--- config.mk ---
export PLATFORM = sky130hd
export DESIGN_NAME = viterbi_decoder_k4
export DESIGN_NICKNAME = d
export VERILOG_FILES = /design/src/rtl/viterbi_decoder_k4.sv
export SDC_FILE = /design/constraint.sdc
export NUM_CORES = 1
export LEC_CHECK = 0
export ABC_AREA = 1
export CAP_MARGIN = 40
export CORE_ASPECT_RATIO = 0.8
export CORE_MARGIN = 5
export CORE_UTILIZATION = 45
export CTS_CLUSTER_SIZE = 40
export DETAILED_ROUTE_END_ITERATION = 10
export HOLD_SLACK_MARGIN = 0.12
export PLACE_DENSITY = 0.65
export SYNTH_ARGS = -nofsm -noshare
export SYNTH_HDL_FRONTEND = slang
export SYNTH_SLANG_ARGS = --single-unit
--- constraint.sdc ---
create_clock -name clk -period 13 [get_ports clk]
set_clock_uncertainty 0.05 [all_clocks]
set_input_delay 1.3 -clock clk [delete_from_list [all_inputs] [get_ports clk]]
set_output_delay 1.3 -clock clk [all_outputs]
set_load 0.005 [all_outputs]
--- src/rtl/viterbi_decoder_k4.sv ---
// Hard-decision Viterbi decoder for the rate-1/2, K=4 code (G1=1111, G0=1101), 8-state ACS with
// register-exchange survivors. Define VITERBI_ERR_CNT_EN to add the err_cnt output.
module viterbi_decoder_k4 #(
  parameter int unsigned TB_DEPTH = 24,
  parameter int unsigned PM_W     = 6
) (
  input  logic       clk,
  input  logic       rst,
  input  logic       in_valid,
  input  logic [1:0] in_sym,
  output logic       out_valid,
  output logic       out_bit
`ifdef VITERBI_ERR_CNT_EN
  ,
  output logic [15:0] err_cnt
`endif
);

  localparam int unsigned FillW = $clog2(TB_DEPTH + 1);

  logic [PM_W-1:0]     pm_q   [8];
  logic [PM_W-1:0]     pm_d   [8];
  logic [PM_W-1:0]     acs    [8];
  logic                sel    [8];
  logic [TB_DEPTH-1:0] surv_q [8];
  logic [TB_DEPTH-1:0] surv_d [8];
  logic [FillW-1:0]    fill_q;
  logic [PM_W-1:0]     pm_min;
  logic [2:0]          best;
  logic                out_valid_q;
  logic                out_bit_q;

  // Encoder output for input bit u leaving state s = {u(n-1), u(n-2), u(n-3)}.
  function automatic logic [1:0] expected_sym(input logic [2:0] s, input logic u);
    return {u ^ s[2] ^ s[1] ^ s[0], u ^ s[2] ^ s[0]};
  endfunction

  function automatic logic [1:0] branch_metric(input logic [1:0] d);
    return {1'b0, d[1]} + {1'b0, d[0]};
  endfunction

  for (genvar n = 0; n < 8; n++) begin : g_acs
    localparam logic [2:0] Nxt   = 3'(n);
    localparam logic [2:0] Pred0 = {Nxt[1:0], 1'b0};
    localparam logic [2:0] Pred1 = {Nxt[1:0], 1'b1};

    logic [1:0]    bm0, bm1;
    logic [PM_W:0] sum0, sum1;
    logic [PM_W-1:0] cand0, cand1;

    assign bm0   = branch_metric(in_sym ^ expected_sym(Pred0, Nxt[2]));
    assign bm1   = branch_metric(in_sym ^ expected_sym(Pred1, Nxt[2]));
    assign sum0  = {1'b0, pm_q[Pred0]} + {{(PM_W - 1){1'b0}}, bm0};
    assign sum1  = {1'b0, pm_q[Pred1]} + {{(PM_W - 1){1'b0}}, bm1};
    assign cand0 = sum0[PM_W] ? '1 : sum0[PM_W-1:0];
    assign cand1 = sum1[PM_W] ? '1 : sum1[PM_W-1:0];

    // Strict compare so that a tie keeps the x=0 predecessor.
    assign sel[n]    = cand1 < cand0;
    assign acs[n]    = sel[n] ? cand1 : cand0;
    assign pm_d[n]   = acs[n] - pm_min;
    assign surv_d[n] = sel[n] ? {surv_q[Pred1][TB_DEPTH-2:0], Nxt[2]}
                              : {surv_q[Pred0][TB_DEPTH-2:0], Nxt[2]};
  end

  always_comb begin
    pm_min = acs[0];
    for (int i = 1; i < 8; i++) begin
      if (acs[i] < pm_min) pm_min = acs[i];
    end
  end

  // Descending scan leaves the lowest-index zero-metric state.
  always_comb begin
    best = '0;
    for (int i = 7; i >= 0; i--) begin
      if (pm_q[i] == '0) best = 3'(i);
    end
  end

  always_ff @(posedge clk or negedge rst) begin
    if (!rst) begin
      for (int i = 0; i < 8; i++) begin
        pm_q[i]   <= (i == 0) ? '0 : PM_W'(8);
        surv_q[i] <= '0;
      end
      fill_q      <= '0;
      out_valid_q <= 1'b0;
      out_bit_q   <= 1'b0;
    end else begin
      out_valid_q <= in_valid && (fill_q == FillW'(TB_DEPTH));
      if (in_valid) begin
        for (int i = 0; i < 8; i++) begin
          pm_q[i]   <= pm_d[i];
          surv_q[i] <= surv_d[i];
        end
        out_bit_q <= surv_q[best][TB_DEPTH-1];
        if (fill_q != FillW'(TB_DEPTH)) fill_q <= fill_q + 1'b1;
      end
    end
  end

  assign out_valid = out_valid_q;
  assign out_bit   = out_bit_q;

`ifdef VITERBI_ERR_CNT_EN
  logic [15:0] err_q;
  logic [16:0] err_sum;

  // The normalization minimum is the best-path metric growth for this step.
  assign err_sum = {1'b0, err_q} + 17'(pm_min);

  always_ff @(posedge clk or negedge rst) begin
    if (!rst) begin
      err_q <= '0;
    end else if (in_valid) begin
      err_q <= err_sum[16] ? 16'hFFFF : err_sum[15:0];
    end
  end

  assign err_cnt = err_q;
`endif

endmodule

Word level (Yosys, flattened, before mapping)
Index checks and enable logic that the tools add are counted.
Widths: inputs -> output; s select.
{"block": "op_classes", "add_sub_neg": 29, "n_lt_le_gt_ge": 16, "eq_ne": 2, "n_mux": 50, "n_bitwise": 4, "n_reduce_logical": 10}
{"op": "$mux 24", "count": 10}
{"op": "$mux 6", "count": 31}
{"op": "$add 6x2->7", "count": 16}
{"op": "$lt 6x6->1", "count": 15}
{"op": "$bmux 24 s3", "count": 1}
{"op": "$logic_not 6->1", "count": 8}
{"op": "$sub 6x6->6", "count": 8}
{"op": "$mux 3", "count": 8}
{"op": "$add 1x1->2", "count": 4}
{"op": "$add 5x1->5 const B", "count": 1}
{"op": "$eq 5x5->1 const B", "count": 1}
{"op": "$ne 5x5->1 const B", "count": 1}
{"op": "$ge 4x4->1 const B", "count": 1}
{"op": "$not 3->4", "count": 1}
{"op": "$not 1->1", "count": 2}
{"op": "$not 2->2", "count": 1}
{"op": "$reduce_and 2->1", "count": 1}
{"op": "$logic_and 1x1->1", "count": 1}
{"block": "word_totals", "regBits": 247, "input_bits": 5, "output_inout_bits": 2, "elab_cells": 130}

Logic depth before layout (Yosys ltp)
Gate-level depths: netlist of the first run.
{"block": "logic_depth", "word_depth": 21, "mapped_depth": 90, "mapped_depth_nobuf": 87}

Worst setup path before layout of the first run
OpenSTA, ideal clock, no wires.
{"block": "synth_path", "kind": "input to register", "from": "input port in_sym[0]", "to": "register pm_q[28] in the netlist's numbering", "setup_ps": 127, "t_arrival_ps": 12115, "required_ps": 12823, "slack_ps": 708, "cell_stages": 77, "n_path_buf": 4, "path_cell_list": "inv_1 ha_1 inv_1 ha_1 ha_1 inv_1 nand2_1 nand2_1 nand2_1 nor2_1 inv_1 ha_1 a21oi_1 nor2_1 a211oi_1 nand2_2 buf_6 inv_1 (+41 left out) buf_6 o21ai_0 ha_1 nand2_1 nor2_2 nand3_2 nand3_2 buf_6 o21ai_0 ha_1 inv_1 ha_1 inv_1 nand2_1 nand2_1 nand3_1 nand3_1 o21ai_1"}
{"block": "synth_between", "elab_chain_len": 21, "elab_cells_between_ends": 69, "classes_between": "21 x add/sub; 15 x order compare; 31 x mux; 2 x bitwise"}
{"item": "start: declaration", "line": "10", "rtl": "input logic [1:0] in_sym,"}
{"item": "$not 1->1 (no source line) or $not 2->2 (tied branches)"}
{"item": "$add 1x1->2", "line": "39", "rtl": "return {1'b0, d[1]} + {1'b0, d[0]};"}
{"item": "$add 6x2->7", "line": "54", "rtl": "assign sum1 = {1'b0, pm_q[Pred1]} + {{(PM_W - 1){1'b0}}, bm1};"}
{"item": "$mux 6", "line": "56", "rtl": "assign cand1 = sum1[PM_W] ? '1 : sum1[PM_W-1:0];"}
{"item": "$lt 6x6->1", "line": "59", "rtl": "assign sel[n] = cand1 < cand0;"}
{"item": "$mux 6", "line": "60", "rtl": "assign acs[n] = sel[n] ? cand1 : cand0;"}
{"item": "$lt 6x6->1", "line": "69", "rtl": "if (acs[i] < pm_min) pm_min = acs[i];"}
{"item": "$mux 6", "line": "69"}
{"item": "(+5 left out)"}
{"item": "$mux 6", "line": "69"}
{"item": "$lt 6x6->1", "line": "69"}
{"item": "$mux 6", "line": "69"}
{"item": "$lt 6x6->1", "line": "69"}
{"item": "$mux 6", "line": "69"}
{"item": "$lt 6x6->1", "line": "69"}
{"item": "$mux 6", "line": "69"}
{"item": "$sub 6x6->6 *", "line": "61", "rtl": "assign pm_d[n] = acs[n] - pm_min;"}
{"item": "end signal: indexed assignment", "line": "84", "rtl": "pm_q[i] <= (i == 0) ? '0 : PM_W'(8);"}
{"item": "end signal: indexed assignment", "line": "94", "rtl": "pm_q[i] <= pm_d[i];"}
{"item": "end: declaration", "line": "21", "rtl": "logic [PM_W-1:0] pm_q [8];"}
Every way passes the cells marked *; elsewhere a longest branch is shown, timed or not.
A chain may end at the register's enable or synchronous reset.

Final worst setup path of the first run
{"block": "layout_path", "from": "input port in_sym[0]", "to": "register pm_q[38] in the netlist's numbering"}
Same word-level chain as after synthesis.

==> results of run 1 <==
## stage by stage
stage	utilization (%)	hold WS, ns	cell area (sq um)
2_1_floorplan	-	0.3894	17790
3_3_place_gp	47.16	0.4033	18530
3_5_place_dp	47.71	0.4041	18740
4_1_cts	50.09	0.4191	19680
5_1_grt	50.69	0.4466	19910
6_report	50.69	0.4147	19910
## layout by cell type, fill, tap and decap left out, types with 4 or more instances in the layout
master	n
nand2_1	606
o21ai_0	441
inv_1	332
nor2_1	230
dfrtp_1	225
nand3_1	196
a21oi_1	140
ha_1	112
buf_4	78
xor2_1	28
clkbuf_16	27
nor3_1	21
nand2_2	20
o21ai_1	19
nand3_2	14
a31oi_1	14
o22ai_1	12
o21bai_1	11
buf_2	11
o21a_1	9
or2_2	8
nand3_4	8
nor4_1	8
xnor2_1	8
o21ai_2	7
nor2_2	7
nor2_4	7
nand4_1	7
dfstp_2	7
nand3b_1	6
or3b_2	6
a21boi_0	5
clkinv_2	5
clkbuf_1	5
buf_16	5
inv_2	4
clkbuf_8	4
bufinv_16	4
clkdlybuf4s50_1	4
## kinds of logic after synthesis
kind of cell | synth area share (%)
AND/OR/NAND/NOR | 27.86
XOR/XNOR | 1.772
buffers and inverters | 9.930
adder cells (fa/ha/maj) | 7.876
flip-flops | 32.68
AO/OA/AOI/OAI | 19.88
## metal layers
layer / global-route usage, % / vias up / share of wire [%]
met2: 35.53 / 525 / 41
met1: 38.85 / 8309 / 50
met3: 3.073 / 75 / 6.8
met5: 0 / - / 0
met4: 4.884 / 0 / 2.0
li1: - / 8740 / -
## critical path: cells and delay by family
kind	cells	cell delay [ns]
buffers and inverters	19	2.12
XOR/XNOR	1	0.28
adder cells (fa/ha/maj)	13	3.41
AO/OA/AOI/OAI	15	1.83
AND/OR/NAND/NOR	36	3.47
## synth_stat cells (5+ instances only)
cell	n
a21boi_0	5
a21oi_1	140
a31oi_1	14
buf_1	10
buf_6	10
clkbuf_1	74
dfrtp_1	225
dfstp_2	7
ha_1	112
inv_1	335
nand2_1	609
nand2_2	19
nand3_1	198
nand3_2	15
nand3b_1	6
nand4_1	7
nor2_1	231
nor2_2	7
nor2_4	6
nor3_1	22
nor4_1	8
o21a_1	9
o21ai_0	449
o21ai_1	14
o21bai_1	12
o22ai_1	12
or2_2	8
or3b_2	6
xnor2_1	8
xor2_1	28
## state kept, by name, summed over array words and instances, names as in the netlist
signal and cells:
pm_q 48, out_valid 1, surv_q 177, out_bit 1
fill_q 5
## layout make-up
cell class	count	area [sq um]
Tap cell	536	670.6
Clock buffer	36	749.5
Clock inverter	14	185.2
Inverter	337	1270
Sequential cell	232	5814
Fill cell	3935	19370
Timing Repair Buffer	104	904.6
Multi-Input combinational cell	1968	10320
## repair_timing
item | 4_1_cts | 5_1_grt
setup endpoints to repair | 0 | 48
gates resized for setup | 0 | 30
hold buffers | 0 | 0
setup buffers | 0 | 16
## final timing paths
kind / from / end / slack [ns]
max: in_sym[0] / pm_q[38]$_DFFE_PN0P_ / 0.92
min: surv_q[0]$_DFFE_PN0P_ / surv_q[0]$_DFFE_PN0P_ / 0.41
max reg2reg: pm_q[25]$_DFFE_PN0P_ / pm_q[38]$_DFFE_PN0P_ / 2.22
min reg2reg: surv_q[0]$_DFFE_PN0P_ / surv_q[0]$_DFFE_PN0P_ / 0.41
min in group asynchronous: rst / surv_q[137]$_DFFE_PN0P_ / 0.74
max in group asynchronous: rst / pm_q[1]$_DFFE_PN0P_ / 10.45
==> flow_summary.yaml, run 1 <==
logic_synthesis:
  syn_area_per_cell_sq_um: 6.737
  post_synth_instance_area_sq_mm: 0.01779
  post-synth-top-area-fraction_pct: 31.65
  synth-edff-count: 0
  synth.top_cells.by_area: "dfrtp_1 (32%), nand2_1 (13%), o21ai_0 (13%)"
  synth_flop_cell: "dfrtp_1"
  ys_ff_latch: 232
  yosysWarningCount: 0
  fraction_of_registers_with_async_set_reset_pct: 100.0
  synth_area_leader_cell: "dfrtp_1"
  synth-seq-area-share_pct: 32.68
  postSynthCellCount: 2641
  syn_nets: 2758
  netlist-cell-type-count: 46
clocking:
  cts.clk_slew.worst_paths_ns: 0.06
  cts_tree: "done"
  cts_root_buf: "clkbuf_16"
  cts_buffer_depth: 3
  cts_sinks: 232
  insertion_delay_ns: 0.55
  number_of_buffers_added_by_the_clock_tree_synthesis_step: 27
  ctsHtreeMaxLevel: 1
detailed_routing:
  drt_wl_total_um: 54110
  final_antenna_net_count: 0
  via_count: 17649
  drt-initial-drc-count: 1886
  routedWlPerCell_um: 16.77
  drtPass1Iterations: 6
  remaining_drc_errors: 0
  viasPerCell: 5.469
layout:
  ratio_of_cells_with_drive_above_1_in_the_final_layout_pct: 9.179
  area.growth.synth_to_final_pct: 11.92
  final_nets: 2787
  insertedDiodeCount: 0
  post_layout_nonfiller_instances: 3227
die:
  fp.coreArea_sq_mm: 0.03928
  die_area_sq_mm: 0.04364
  placement_rows: 65
  die_width_um: 232.3
  initial_core_util_pct: 45.29
  pin_count: 7
  fp.dieH_um: 187.9
hold_path:
  hold_crit_depth: 1
  timing.hold.worst.class: "flip-flop to flip-flop"
critical_path:
  crit_end_element: "flip-flop"
  cp_common_cell: "inv_1"
  cp_slowest_stage_delay_ns: 0.48
  worst-path-max-fanout: 10
  worst_endpoint_required_time_ns: 13.34
  startpoint_to_endpoint_class_of_the_critical_path: "input port to flip-flop"
  crit_slowest_cell: "clkdlybuf4s50_1"
  worst-r2r-cell-count: 72
  crit_arrival_ns: 12.42
  critical_path.startpoint_type: "input port"
flow_run:
  max-cap-violations: 0
placed_design:
  place.gp.congestion: 0.9512
  dpl_worst_slack_ns: -0.4968
  port_buffers: 6
  place_hpwl_um: 39430
  placedCellCount: 3160
status:
  status: "complete, no violations"
sta:
  fmax_mhz: 82.81
  final_min_period_over_clock_period_pct: 92.90
  timing.final.crit_period_ns: 12.08
  finalSetupViolations: 0
  final_hold_viol_count: 0
  timing.slew.headroom_pct: 34.85
  setup_tns_ns: 0
  maxSlewViolCount: 0
  worst_pin_slew_ns: 0.9670
  layout_setup_ws_ns: 0.9235
global_routing:
  maximum_number_of_pins_on_one_net_before_global_route_repair: 127
  grt_first_pass_wirelength_um: 87820
  number_of_antenna_violations_at_the_first_check_in_global_routing: 1
  number_of_global_route_vias_before_repair: 16344
  grt_use_total_pct: 24.42
  global_route.overflow_total: 0
Power of run 1 is left out: the tool's default activity adds up to more than one toggle a clock period on the data nets, which glitch-free logic cannot reach.
==> inputs of run 2 (changes only) <==
--- a/config.mk
+++ b/config.mk
@@ -10,6 +10,7 @@
 export CORE_ASPECT_RATIO = 0.8
 export CORE_MARGIN = 5
 export CORE_UTILIZATION = 45
+export CTS_CLUSTER_DIAMETER = 120
 export CTS_CLUSTER_SIZE = 40
 export DETAILED_ROUTE_END_ITERATION = 10
 export HOLD_SLACK_MARGIN = 0.12
==> flow_summary.yaml, run 2 (synthesis gave the netlist of run 1 again) <==
status:
  status: "complete, no violations"
sta:
  layout_setup_ws_ns: 0.9007
  fmax_mhz: 82.65
  maxSlewViolCount: 0
  timing.final.crit_period_ns: 12.10
  final_min_period_over_clock_period_pct: 93.07
  finalSetupViolations: 0
  timing.slew.headroom_pct: 34.56
  worst_pin_slew_ns: 0.9714
  final_hold_viol_count: 0
layout:
  final_nets: 2774
  area.growth.synth_to_final_pct: 8.938
  layout.cells.most_common_list: "nand2_1 (606), o21ai_0 (440), inv_1 (332)"
  finish.utilization_pct: 49.34
  finalInstanceArea_sq_mm: 0.01938
  insertedDiodeCount: 0
  largest_register: "surv_q"
  final_common_cell: "nand2_1"
  largest_reg_flops: 177
  largest_registers: "surv_q x177, pm_q x48, fill_q x5"
  ratio_of_cells_with_drive_above_1_in_the_final_layout_pct: 8.233
die:
  pin_count: 7
  initial_core_util_pct: 45.29
  die_area_sq_mm: 0.04364
  fp.dieH_um: 187.9
  die_width_um: 232.3
  placement_rows: 65
  fp.coreArea_sq_mm: 0.03928
clocking:
  cts_buffer_depth: 3
  cts_root_buf: "clkbuf_16"
  cts_sinks: 232
  cts.clk_slew.worst_paths_ns: 0.15
  cts_hold_repair.buffers: 0
  number_of_buffers_added_by_the_clock_tree_synthesis_step: 11
  ctsHtreeMaxLevel: 1
  insertion_delay_ns: 0.51
  cts_tree: "done"
hold_path:
  timing.hold.worst.class: "flip-flop to flip-flop"
  hold_crit_depth: 1
  worstHoldEndpoint: "surv_q[0]$_DFFE_PN0P_"
  hold_crit_start: "surv_q[0]$_DFFE_PN0P_"
critical_path:
  worst-r2r-cell-count: 70
  crit_end_element: "flip-flop"
  worst_r2r_startpoint: "pm_q[25]$_DFFE_PN0P_"
  startpoint_to_endpoint_class_of_the_critical_path: "input port to flip-flop"
  crit_slowest_cell: "clkdlybuf4s50_1"
  worst-path-max-fanout: 23
  rrSetupSlack_ns: 2.21
  critical_path.startpoint_type: "input port"
  timing.rr.end: "pm_q[38]$_DFFE_PN0P_"
  crit_arrival_ns: 12.42
  worst_endpoint_required_time_ns: 13.32
  cp_slowest_stage_delay_ns: 0.48
detailed_routing:
  drtPass1Iterations: 6
  via_count: 17509
  drt_wl_total_um: 53670
  viasPerCell: 5.478
  final_antenna_net_count: 0
  drt-initial-drc-count: 1771
  routedWlPerCell_um: 16.79
  remaining_drc_errors: 0
placed_design:
  dpl_cell_area_sq_mm: 0.01874
  place.gp.congestion: 0.9512
  dpl_worst_slack_ns: -0.4968
  place_hpwl_um: 39430
  port_buffers: 6
global_routing:
  global_route.overflow_total: 0
  grt_use_total_pct: 24.10
  number_of_global_route_vias_before_repair: 16102
  grt_first_pass_wirelength_um: 86910
  number_of_antenna_violations_at_the_first_check_in_global_routing: 0
  maximum_number_of_pins_on_one_net_before_global_route_repair: 127
flow_run:
  max-cap-violations: 0
-- run 2: metrics by stage --
stage | instances | setup TNS [ns] | hold slack (ns)
CTS | 3176 | 0 | 0.4369
detailed placement | 3160 | -10.13 | 0.4041
global route | 3196 | -0.5981 | 0.4574
global placement | 3142 | -0.5910 | 0.4033
finish | 3196 | 0 | 0.4327
floorplan | 2641 | 0 | 0.3894
-- run 2: per-layer routing --
metal | share of wire [%] | vias up | GRT usage, %
li1 | - | 8692 | -
met1 | 50 | 8218 | 39.14
met2 | 42 | 540 | 35.38
met3 | 6.3 | 59 | 1.862
met4 | 1.8 | 0 | 4.066
met5 | 0 | - | 0
-- run 2: worst max-delay path by stage --
stage                     startpoint                   end  slack, ns  depth (start not counted)
after floorplan            in_sym[0]  pm_q[28]$_DFFE_PN0P_       0.71                         77
after global placement     in_sym[0]   pm_q[4]$_DFFE_PN0P_      -0.16                         76
after detailed placement   in_sym[0]  pm_q[38]$_DFFE_PN0P_      -0.50                         71
after CTS                  in_sym[0]   pm_q[4]$_DFFE_PN0P_       0.01                         75
after global routing       in_sym[0]  pm_q[10]$_DFFE_PN0P_      -0.08                         88
final                      in_sym[0]  pm_q[38]$_DFFE_PN0P_       0.90                         74
-- run 2: repair_timing --
action / in CTS / in global routing
buffers inserted: 0 / 19
resized for setup: 0 / 34
setup endpoints to repair: 0 / 48
-- run 2: cell type report --
class / count / area [sq um]
fillers: 3996 / 19900
multi-input cells: 1968 / 10330
flip-flops and latches: 232 / 5814
inverters: 337 / 1270
repair buffers: 107 / 918.4
well taps: 536 / 670.6
clock buffers: 12 / 279.0
clock inverters: 4 / 97.59
-- run 2: worst max-delay path, delay by kind of cell --
family,cells,cell delay (ns)
xor+xnor,1,0.29
simple gates,30,2.93
compound gates,15,2.46
fa+ha+maj,13,3.50
buf+inv,15,1.91
Power of run 2 is left out for the same reason.
==> inputs of run 3 (changes only) <==
--- a/config.mk
+++ b/config.mk
@@ -14,7 +14,7 @@
 export CTS_CLUSTER_SIZE = 40
 export DETAILED_ROUTE_END_ITERATION = 10
 export HOLD_SLACK_MARGIN = 0.12
-export PLACE_DENSITY = 0.65
+export PLACE_DENSITY = 0.67
 export SYNTH_ARGS = -nofsm -noshare
 export SYNTH_HDL_FRONTEND = slang
 export SYNTH_SLANG_ARGS = --single-unit
==> constraint.sdc (replaced) <==
create_clock -name clk -period 10.5 [get_ports clk]
set_clock_uncertainty 0.05 [all_clocks]
set_input_delay 1.05 -clock clk [delete_from_list [all_inputs] [get_ports clk]]
set_output_delay 1.05 -clock clk [all_outputs]
set_load 0.005 [all_outputs]
==> flow_summary.yaml, run 3 (synthesis gave the netlist of run 1 again) <==
critical_path:
  worst-path-max-fanout: 6
  rrSetupSlack_ns: 0.56
  cp_slowest_stage_delay_ns: 0.31
  timing.rr.end: "pm_q[10]$_DFFE_PN0P_"
  crit_end_element: "flip-flop"
  critical_path.startpoint_type: "input port"
  crit_arrival_ns: 10.88
  critical_path.n_buffers_inverters: 20
  worst-r2r-cell-count: 78
  worst_endpoint_required_time_ns: 10.85
  startpoint_to_endpoint_class_of_the_critical_path: "input port to flip-flop"
  worst_r2r_startpoint: "pm_q[37]$_DFFE_PN0P_"
  cp_top_family: "simple AND/OR/NAND/NOR gates"
  crit_slowest_cell: "ha_4"
  critical_path_startpoint: "in_sym[1]"
hold_path:
  hold_crit_start: "fill_q[4]$_DFFE_PN0P_"
  hold_crit_depth: 1
  timing.hold.worst.class: "flip-flop to flip-flop"
  worstHoldEndpoint: "fill_q[4]$_DFFE_PN0P_"
die:
  pin_count: 7
  die_width_um: 232.3
  fp.dieH_um: 187.9
  fp.coreArea_sq_mm: 0.03928
  die_area_sq_mm: 0.04364
  initial_core_util_pct: 45.29
  placement_rows: 65
clocking:
  ctsHtreeMaxLevel: 1
  cts_root_buf: "clkbuf_16"
  cts.clk_slew.worst_paths_ns: 0.14
  cts_sinks: 232
  number_of_buffers_added_by_the_clock_tree_synthesis_step: 11
  insertion_delay_ns: 0.51
  cts_tree: "done"
  cts_hold_repair.buffers: 0
  cts_buffer_depth: 3
sta:
  timing.slew.headroom_pct: 24.09
  finalHoldWorstSlack_ns: 0.4332
  maxSlewViolCount: 0
  setup_repair_after_global_routing_missed_its_margin: "yes"
  layout_setup_ws_ns: -0.02616
  fmax_mhz: 95.00
  final_min_period_over_clock_period_pct: 100.2
  timing.final.crit_period_ns: 10.53
  worst_pin_slew_ns: 1.127
  finalSetupViolations: 6
  final_hold_viol_count: 0
global_routing:
  grt_first_pass_wirelength_um: 90250
  grt_use_total_pct: 24.97
  number_of_antenna_violations_at_the_first_check_in_global_routing: 0
  number_of_global_route_vias_before_repair: 17457
  maximum_number_of_pins_on_one_net_before_global_route_repair: 125
  global_route.overflow_total: 0
detailed_routing:
  detailroute.wirelength.met2_um: 25940
  drt_wl_total_um: 58420
  drtPass1Iterations: 5
  routedWlPerCell_um: 16.97
  wirelength_met1_um: 27490
  final_antenna_net_count: 0
  met3WireLength_um: 3530
  viasPerCell: 5.452
  top_signal_layer_used: "met4"
  via_count: 18770
  drt-initial-drc-count: 1913
  remaining_drc_errors: 0
layout:
  largest_registers: "surv_q x177, pm_q x48, fill_q x5"
  final_nets: 3022
  largest_reg_flops: 177
  finalInstanceArea_sq_mm: 0.02343
  ratio_of_cells_with_drive_above_1_in_the_final_layout_pct: 27.93
  final_common_cell: "nand2_1"
  area.growth.synth_to_final_pct: 31.71
  insertedDiodeCount: 0
  post_layout_nonfiller_instances: 3443
  layout.cells.most_common_list: "nand2_1 (506), o21ai_0 (417), buf_4 (300)"
  number_of_filler_instances_in_the_final_layout: 3430
  largest_register: "surv_q"
status:
  status: "finished with violations"
  violations: "negative setup slack"
flow_run:
  max-cap-violations: 0
placed_design:
  dpl_cell_area_sq_mm: 0.02068
  port_buffers: 6
  place.gp.congestion: 0.9834
  place_hpwl_um: 40980
  placedCellCount: 3377
  dpl_worst_slack_ns: -1.315
-- run 3: timing repair --
item	CTS	global route
endpoints found under the setup margin	48	48
gates cloned	1	0
pin swaps	25	165
buffers inserted	7	43
resized for setup	46	417
-- run 3: metrics by stage --
step	util (%)	TNS (ns)
after global routing	59.66	-10.78
after CTS	54.21	0
final	59.66	-0.08287
after global placement	52.44	-36.40
after floorplan	-	-9.724
after detailed placement	52.65	-53.80
-- run 3: final cells by class --
| class | instances | area [sq um] | share of cell area (%) |
|---|---|---|---|
| well taps | 536 | 670.6 | 2.862 |
| repair buffers | 355 | 2963 | 12.64 |
| clock buffers | 11 | 275.3 | 1.175 |
| flip-flops and latches | 232 | 5814 | 24.81 |
| clock inverters | 4 | 96.34 | 0.4111 |
| inverters | 337 | 1315 | 5.612 |
| multi-input cells | 1968 | 12300 | 52.49 |
-- run 3: how the worst max path moves through the flow --
| stage | to | cells past startpoint |
|---|---|---|
| 3_5_place_dp | pm_q[4]$_DFFE_PN0P_ | 76 |
| 6_report | pm_q[10]$_DFFE_PN0P_ | 85 |
| 3_3_place_gp | pm_q[41]$_DFFE_PN0P_ | 73 |
| 2_1_floorplan | pm_q[29]$_DFFE_PN0P_ | 79 |
| 4_1_cts | pm_q[16]$_DFFE_PN0P_ | 84 |
| 5_1_grt | pm_q[22]$_DFFE_PN0P_ | 89 |
-- run 3: routing by layer --
layer	vias up	track usage, %
li1	9195	-
met2	575	38.23
met1	8898	38.04
met4	0	5.407
met3	102	2.891
met5	-	0
-- run 3: worst reg2reg max path: cells and delay by family, from the launching register on --
kind	cells	cell delay, ns
compound gates	11	1.50
xor+xnor	1	0.23
fa+ha+maj	10	2.20
buf+inv	16	1.40
flops	1	0.55
simple gates	40	3.89
Power of run 3 is left out for the same reason.
